File: config.mk
export PLATFORM = sky130hd
export DESIGN_NAME = led_pwm_blink_driver
export DESIGN_NICKNAME = d
export VERILOG_FILES = /design/src/rtl/led_pwm_blink_driver.sv
export SDC_FILE = /design/constraint.sdc
export NUM_CORES = 1
export LEC_CHECK = 0
export BUFFER_PORTS_ARGS = -buffer_cell sky130_fd_sc_hd__buf_4
export CORE_UTILIZATION = 30
export CTS_BUF_LIST = sky130_fd_sc_hd__clkbuf_8
export DETAILED_ROUTE_END_ITERATION = 16
export HOLD_SLACK_MARGIN = 0.1
export PLACE_DENSITY = 0.56
export SLEW_MARGIN = 20
export SYNTH_ARGS = -nofsm -noshare
export SYNTH_HDL_FRONTEND = slang
export SYNTH_SLANG_ARGS = --single-unit
File: constraint.sdc
create_clock -name clk -period 3.2 [get_ports clk]
set_input_delay 0.32 -clock clk [delete_from_list [all_inputs] [get_ports clk]]
set_output_delay 0.32 -clock clk [all_outputs]
set_load 0.005 [all_outputs]
File: src/rtl/led_pwm_blink_driver.sv
// LED output stage: global PWM brightness, optional blink gating and
// optional polarity inversion applied to the PIO LED pattern.
// Configured via a small Avalon-MM slave with a zero-wait combinational read.
module led_pwm_blink_driver #(
  parameter int TICK_DIV = 50000,
  parameter int NUM_LEDS = 9
) (
  input  logic                clk,
  input  logic                reset_n,
  input  logic [NUM_LEDS-1:0] led_in,
  input  logic [1:0]          address,
  input  logic                chipselect,
  input  logic                write_n,
  input  logic [31:0]         writedata,
  output logic [31:0]         readdata,
  output logic [NUM_LEDS-1:0] led_out
);

  localparam logic [15:0] TICK_LAST   = 16'(TICK_DIV - 1);
  localparam logic [1:0]  ADDR_DUTY   = 2'd0;
  localparam logic [1:0]  ADDR_HALF   = 2'd1;
  localparam logic [1:0]  ADDR_CTRL   = 2'd2;
  localparam logic [1:0]  ADDR_STATUS = 2'd3;

  // Configuration registers
  logic [7:0]          duty_reg;
  logic [15:0]         blink_half_reg;
  logic                blink_en_reg;
  logic                invert_reg;

  // Timing state
  logic [15:0]         tick_cnt_reg;
  logic [15:0]         tick_cnt_next;
  logic                tick;
  logic [7:0]          pwm_cnt_reg;
  logic [15:0]         blink_cnt_reg;
  logic [15:0]         blink_cnt_next;
  logic                phase_reg;
  logic                phase_next;

  // Datapath
  logic                wr_en;
  logic                blink_restart;
  logic                pwm_on;
  logic                gate;
  logic [NUM_LEDS-1:0] led_next;
  logic [NUM_LEDS-1:0] led_out_reg;

  // Only the low 16 data bits are ever stored.
  logic                unused_writedata;
  assign unused_writedata = ^writedata[31:16];

  assign wr_en = chipselect && !write_n;

  // Restart the blink sequence on any BLINK_HALF write or a 0->1 blink_en write.
  assign blink_restart = wr_en &&
                         ((address == ADDR_HALF) ||
                          ((address == ADDR_CTRL) && writedata[0] && !blink_en_reg));

  // Register file writes; STATUS is read-only so writes to it fall through.
  always_ff @(posedge clk or negedge reset_n) begin
    if (!reset_n) begin
      duty_reg       <= 8'hFF;
      blink_half_reg <= 16'd0;
      blink_en_reg   <= 1'b0;
      invert_reg     <= 1'b0;
    end else if (wr_en) begin
      case (address)
        ADDR_DUTY: duty_reg       <= writedata[7:0];
        ADDR_HALF: blink_half_reg <= writedata[15:0];
        ADDR_CTRL: begin
          blink_en_reg <= writedata[0];
          invert_reg   <= writedata[1];
        end
        default: ;
      endcase
    end
  end

  // Free-running tick prescaler, 0..TICK_DIV-1.
  always_comb begin
    tick          = (tick_cnt_reg == TICK_LAST);
    tick_cnt_next = tick ? 16'd0 : tick_cnt_reg + 16'd1;
  end

  // Prescaler and PWM counters are only cleared by reset.
  always_ff @(posedge clk or negedge reset_n) begin
    if (!reset_n) begin
      tick_cnt_reg <= 16'd0;
      pwm_cnt_reg  <= 8'd0;
    end else begin
      tick_cnt_reg <= tick_cnt_next;
      pwm_cnt_reg  <= pwm_cnt_reg + 8'd1;
    end
  end

  // Blink half-period counter; restart beats a coincident tick.
  always_comb begin
    blink_cnt_next = blink_cnt_reg;
    phase_next     = phase_reg;
    if (blink_restart || (blink_half_reg == 16'd0)) begin
      blink_cnt_next = 16'd0;
      phase_next     = 1'b1;
    end else if (tick) begin
      if (blink_cnt_reg == blink_half_reg - 16'd1) begin
        blink_cnt_next = 16'd0;
        phase_next     = !phase_reg;
      end else begin
        blink_cnt_next = blink_cnt_reg + 16'd1;
      end
    end
  end

  // Blink counter and phase registers.
  always_ff @(posedge clk or negedge reset_n) begin
    if (!reset_n) begin
      blink_cnt_reg <= 16'd0;
      phase_reg     <= 1'b1;
    end else begin
      blink_cnt_reg <= blink_cnt_next;
      phase_reg     <= phase_next;
    end
  end

  // Full duty is special-cased so 0xFF has no off slot at pwm_cnt 255.
  always_comb begin
    pwm_on = (duty_reg == 8'hFF) || (pwm_cnt_reg < duty_reg);
    gate   = pwm_on && (phase_reg || !blink_en_reg);
  end

  // Per-LED gating and polarity.
  for (genvar gi = 0; gi < NUM_LEDS; gi++) begin : g_led
    assign led_next[gi] = (led_in[gi] & gate) ^ invert_reg;
  end

  // Registered LED pin drive.
  always_ff @(posedge clk or negedge reset_n) begin
    if (!reset_n) begin
      led_out_reg <= '0;
    end else begin
      led_out_reg <= led_next;
    end
  end

  assign led_out = led_out_reg;

  // Zero-wait read mux, zero-extended to 32 bits.
  always_comb begin
    readdata = 32'd0;
    case (address)
      ADDR_DUTY:   readdata[7:0]  = duty_reg;
      ADDR_HALF:   readdata[15:0] = blink_half_reg;
      ADDR_CTRL:   readdata[1:0]  = {invert_reg, blink_en_reg};
      ADDR_STATUS: readdata[NUM_LEDS:0] = {led_out_reg, phase_reg};
      default:     readdata = 32'd0;
    endcase
  end

endmodule

==> reports/metrics.cfg <==
[status]
outcome=finished with violations
violations=design-rule violations

[pwr]
switching_share_pct=32.6
total_power_mw=2.77
p_per_area_nw_per_um2=516
p_leak_nw=2.34
p_int_mw=1.87
irDropWorstVdd_uv=247
seqPwrFrac_pct=45.2
p_sw_mw=0.904
clockPowerShare_pct=27.5
pwr-share-comb_pct=27.3

[sta]
setup_viol=0
fin_tns_setup_ns=0
slew_violations=0
rsz0062_at_grt=no
period_share_pct=88.0
fmax_ghz=0.355
fin_crit_ns=2.82
clock_skew_ns=0.0121
whs_ns=0.0944
relSlewSlack_pct=35.9
tightest_slew_ns=0.962
worst_slack_ns=0.383
hold_viol_final=0

[routing]
antenna_left=0
drc=2
avgRoutedWirePerCell_um=15.6
routed_wl_mm=10.9
vias_per_cell=5.01
dr.pass1.iters=10
drtIter0Drc=162
vias=3495

[synth]
ys_async_sr_fraction_pct=100
netlist_area_um2=4590
synth_enable_flop_cells=0
yosysTopAreaCell=dfrtp_1
ys_warn_count=0
avgSynthCellArea_um2=10.1
yosysSeqAreaShare_pct=41.7
synth-seq-cells=76
synth.distinct_cells=61
syn_inst=452
synth_top_cell_area_share_pct=36.6
synthTopCellsByArea=dfrtp_1 (37%), xnor2_1 (5.7%), dfstp_2 (5.2%)
synth_ff_type=dfrtp_1

[layout]
syn_to_final_growth_pct=17.0
final_area_um2=5370
fillers=1453
utilization_pct=36.5
antenna_cells=0
drive_gt1_share_pct=24.3
nets=567
fin_cells=698

[global_route]
gr-usage-all-layers_pct=14.4
grt_pass1_wl_mm=17.9
grt_max_degree=77
grt_antenna_before_repair=0
grt_pass1_vias=3481
grt-ovfl-total=0

[die]
die_height_um=126
start_util_pct=31.2
ios=88
die_width_um=126
die_area_um2=15800
coreArea_um2=14700
rows=44

[critical_path]
endpoint_kind=flip-flop
worst-path-max-fanout=9
critPathRequiredTime_ns=3.49
cp-startpoint=blink_half_reg[0]$_DFFE_PN0P_
worstPathArrival_ns=3.11
crit_type=flip-flop to flip-flop
r2r_start=blink_half_reg[0]$_DFFE_PN0P_
cp-start-kind=flip-flop

[clocking]
cts_made_buffers=9
cts_tree=yes
cts_hold_buf=0
cts_buffer_depth=2
htree_levels=3
clk_pin_slew_worst_paths_ns=0.09
cts_root_buf=clkbuf_8
post_cts_buffers=0
cts_sinks=76
clock_latency_ns=0.36

[placement]
place_hpwl_mm=8.19
io_buffers=55
place_congestion=0.819
place_area_um2=5160
preCtsSetupSlack_ns=0.235
placed_cells=682

[min_path]
hold_class=input port to asynchronous set/reset pin

[flow_run]
drv_cap=0

[power groups by stage]
stage / combinational (mW) / clock (mW) / sequential (mW)
4_1_cts: 0.763 / 0.775 / 1.26
2_1_floorplan: 0.515 / 0 / 1.20
5_1_grt: 0.834 / 0.811 / 1.28
3_3_place_gp: 0.740 / 0 / 1.27
6_report: 0.757 / 0.761 / 1.25
3_5_place_dp: 0.758 / 0 / 1.27
[final timing paths]
| kind | end | slack (ns) | cells after the start |
|---|---|---|---|
| hold reg to reg | tick_cnt_reg[0]$_DFF_PN0_ | 0.46 | 1 |
| max in group asynchronous | blink_cnt_reg[8]$_DFFE_PN0P_ | 2.47 | 1 |
| hold / removal | pwm_cnt_reg[5]$_DFF_PN0_ | 0.09 | 1 |
| min in group clk | led_out[0]$_DFF_PN0_ | 0.18 | 2 |
| setup / recovery | phase_reg$_DFFE_PN1P_ | 0.38 | 8 |
| setup reg to reg | phase_reg$_DFFE_PN1P_ | 0.38 | 8 |
[area by class of cell]
type / count / area [um2] / share of cell area, %
Sequential cell: 76 / 1910 / 35.7
Clock buffer: 10 / 138 / 2.57
Clock inverter: 6 / 62.6 / 1.17
Multi-Input combinational cell: 343 / 2480 / 46.3
Timing Repair Buffer: 64 / 480 / 8.96
Tap cell: 184 / 230 / 4.29
Inverter: 15 / 56.3 / 1.05
[synthesized netlist by cell type (3+ instances only)]
library cell / instances
nor4_4: 3
nand2_1: 29
dfstp_2: 9
o21ai_0: 12
a21o_1: 6
nor3b_1: 5
nor2_1: 32
buf_2: 4
clkbuf_1: 11
xor2_1: 23
dfrtp_1: 67
and3_1: 6
nand2b_1: 4
and2_1: 9
nor4_1: 4
nand4_1: 10
mux2_2: 21
a22o_1: 6
nor2b_1: 13
xnor2_1: 30
ha_1: 11
buf_4: 16
nand3_1: 13
mux2i_1: 3
o211ai_1: 10
a211oi_1: 3
inv_1: 15
or4_1: 4
a21oi_1: 16
o2111ai_1: 10
nor3_1: 9
[per-layer routing]
metal | track usage (%) | vias to the layer above | share of wire, %
met5 | 0 | - | 0
met4 | 5.60 | 0 | 1.5
met3 | 2.25 | 10 | 4.1
met2 | 24.3 | 81 | 49
met1 | 18.6 | 1703 | 46
li1 | - | 1701 | -
[worst max-delay path, cell delays in order, from the launching register on]
cell,delay [ns]
dfrtp_1,0.47
inv_1,0.11
ha_1,0.32
nor4b_1,0.51
o2111ai_1,0.19
a32oi_1,0.38
nand4b_4,0.24
o21ai_1,0.16
or3b_1,0.35
[cells in the final DEF, fill, tap and decap left out, types with 13 or more instances in the layout]
cell      n
a21oi_1  16
dfrtp_1  67
conb_1   16
buf_4    64
nor2b_1  13
inv_1    15
nand3_1  13
nor2_1   32
nand2_1  29
mux2_2   21
xnor2_1  30
xor2_1   23
[timing repair]
| item | 4_1_cts | 5_1_grt |
|---|---|---|
| resized for setup | 0 | 1 |
| endpoints found under the setup margin | 0 | 1 |
| hold endpoints to repair | 0 | 0 |
[kinds of logic (layout without fill, tap and decap cells)]
logic type      Yosys count  after routing  share of synthesized area (%)
simple gates            161            161                           21.0
compound gates           76             76                           11.8
flops                    76             76                           41.7
xor+xnor                 53             53                           10.1
buf+inv                  48             95                           5.51
mux                      26             26                           6.79
fa+ha+maj                11             11                           3.00
other cells               1             16                         0.0818
(Power assumes the default switching activity.)
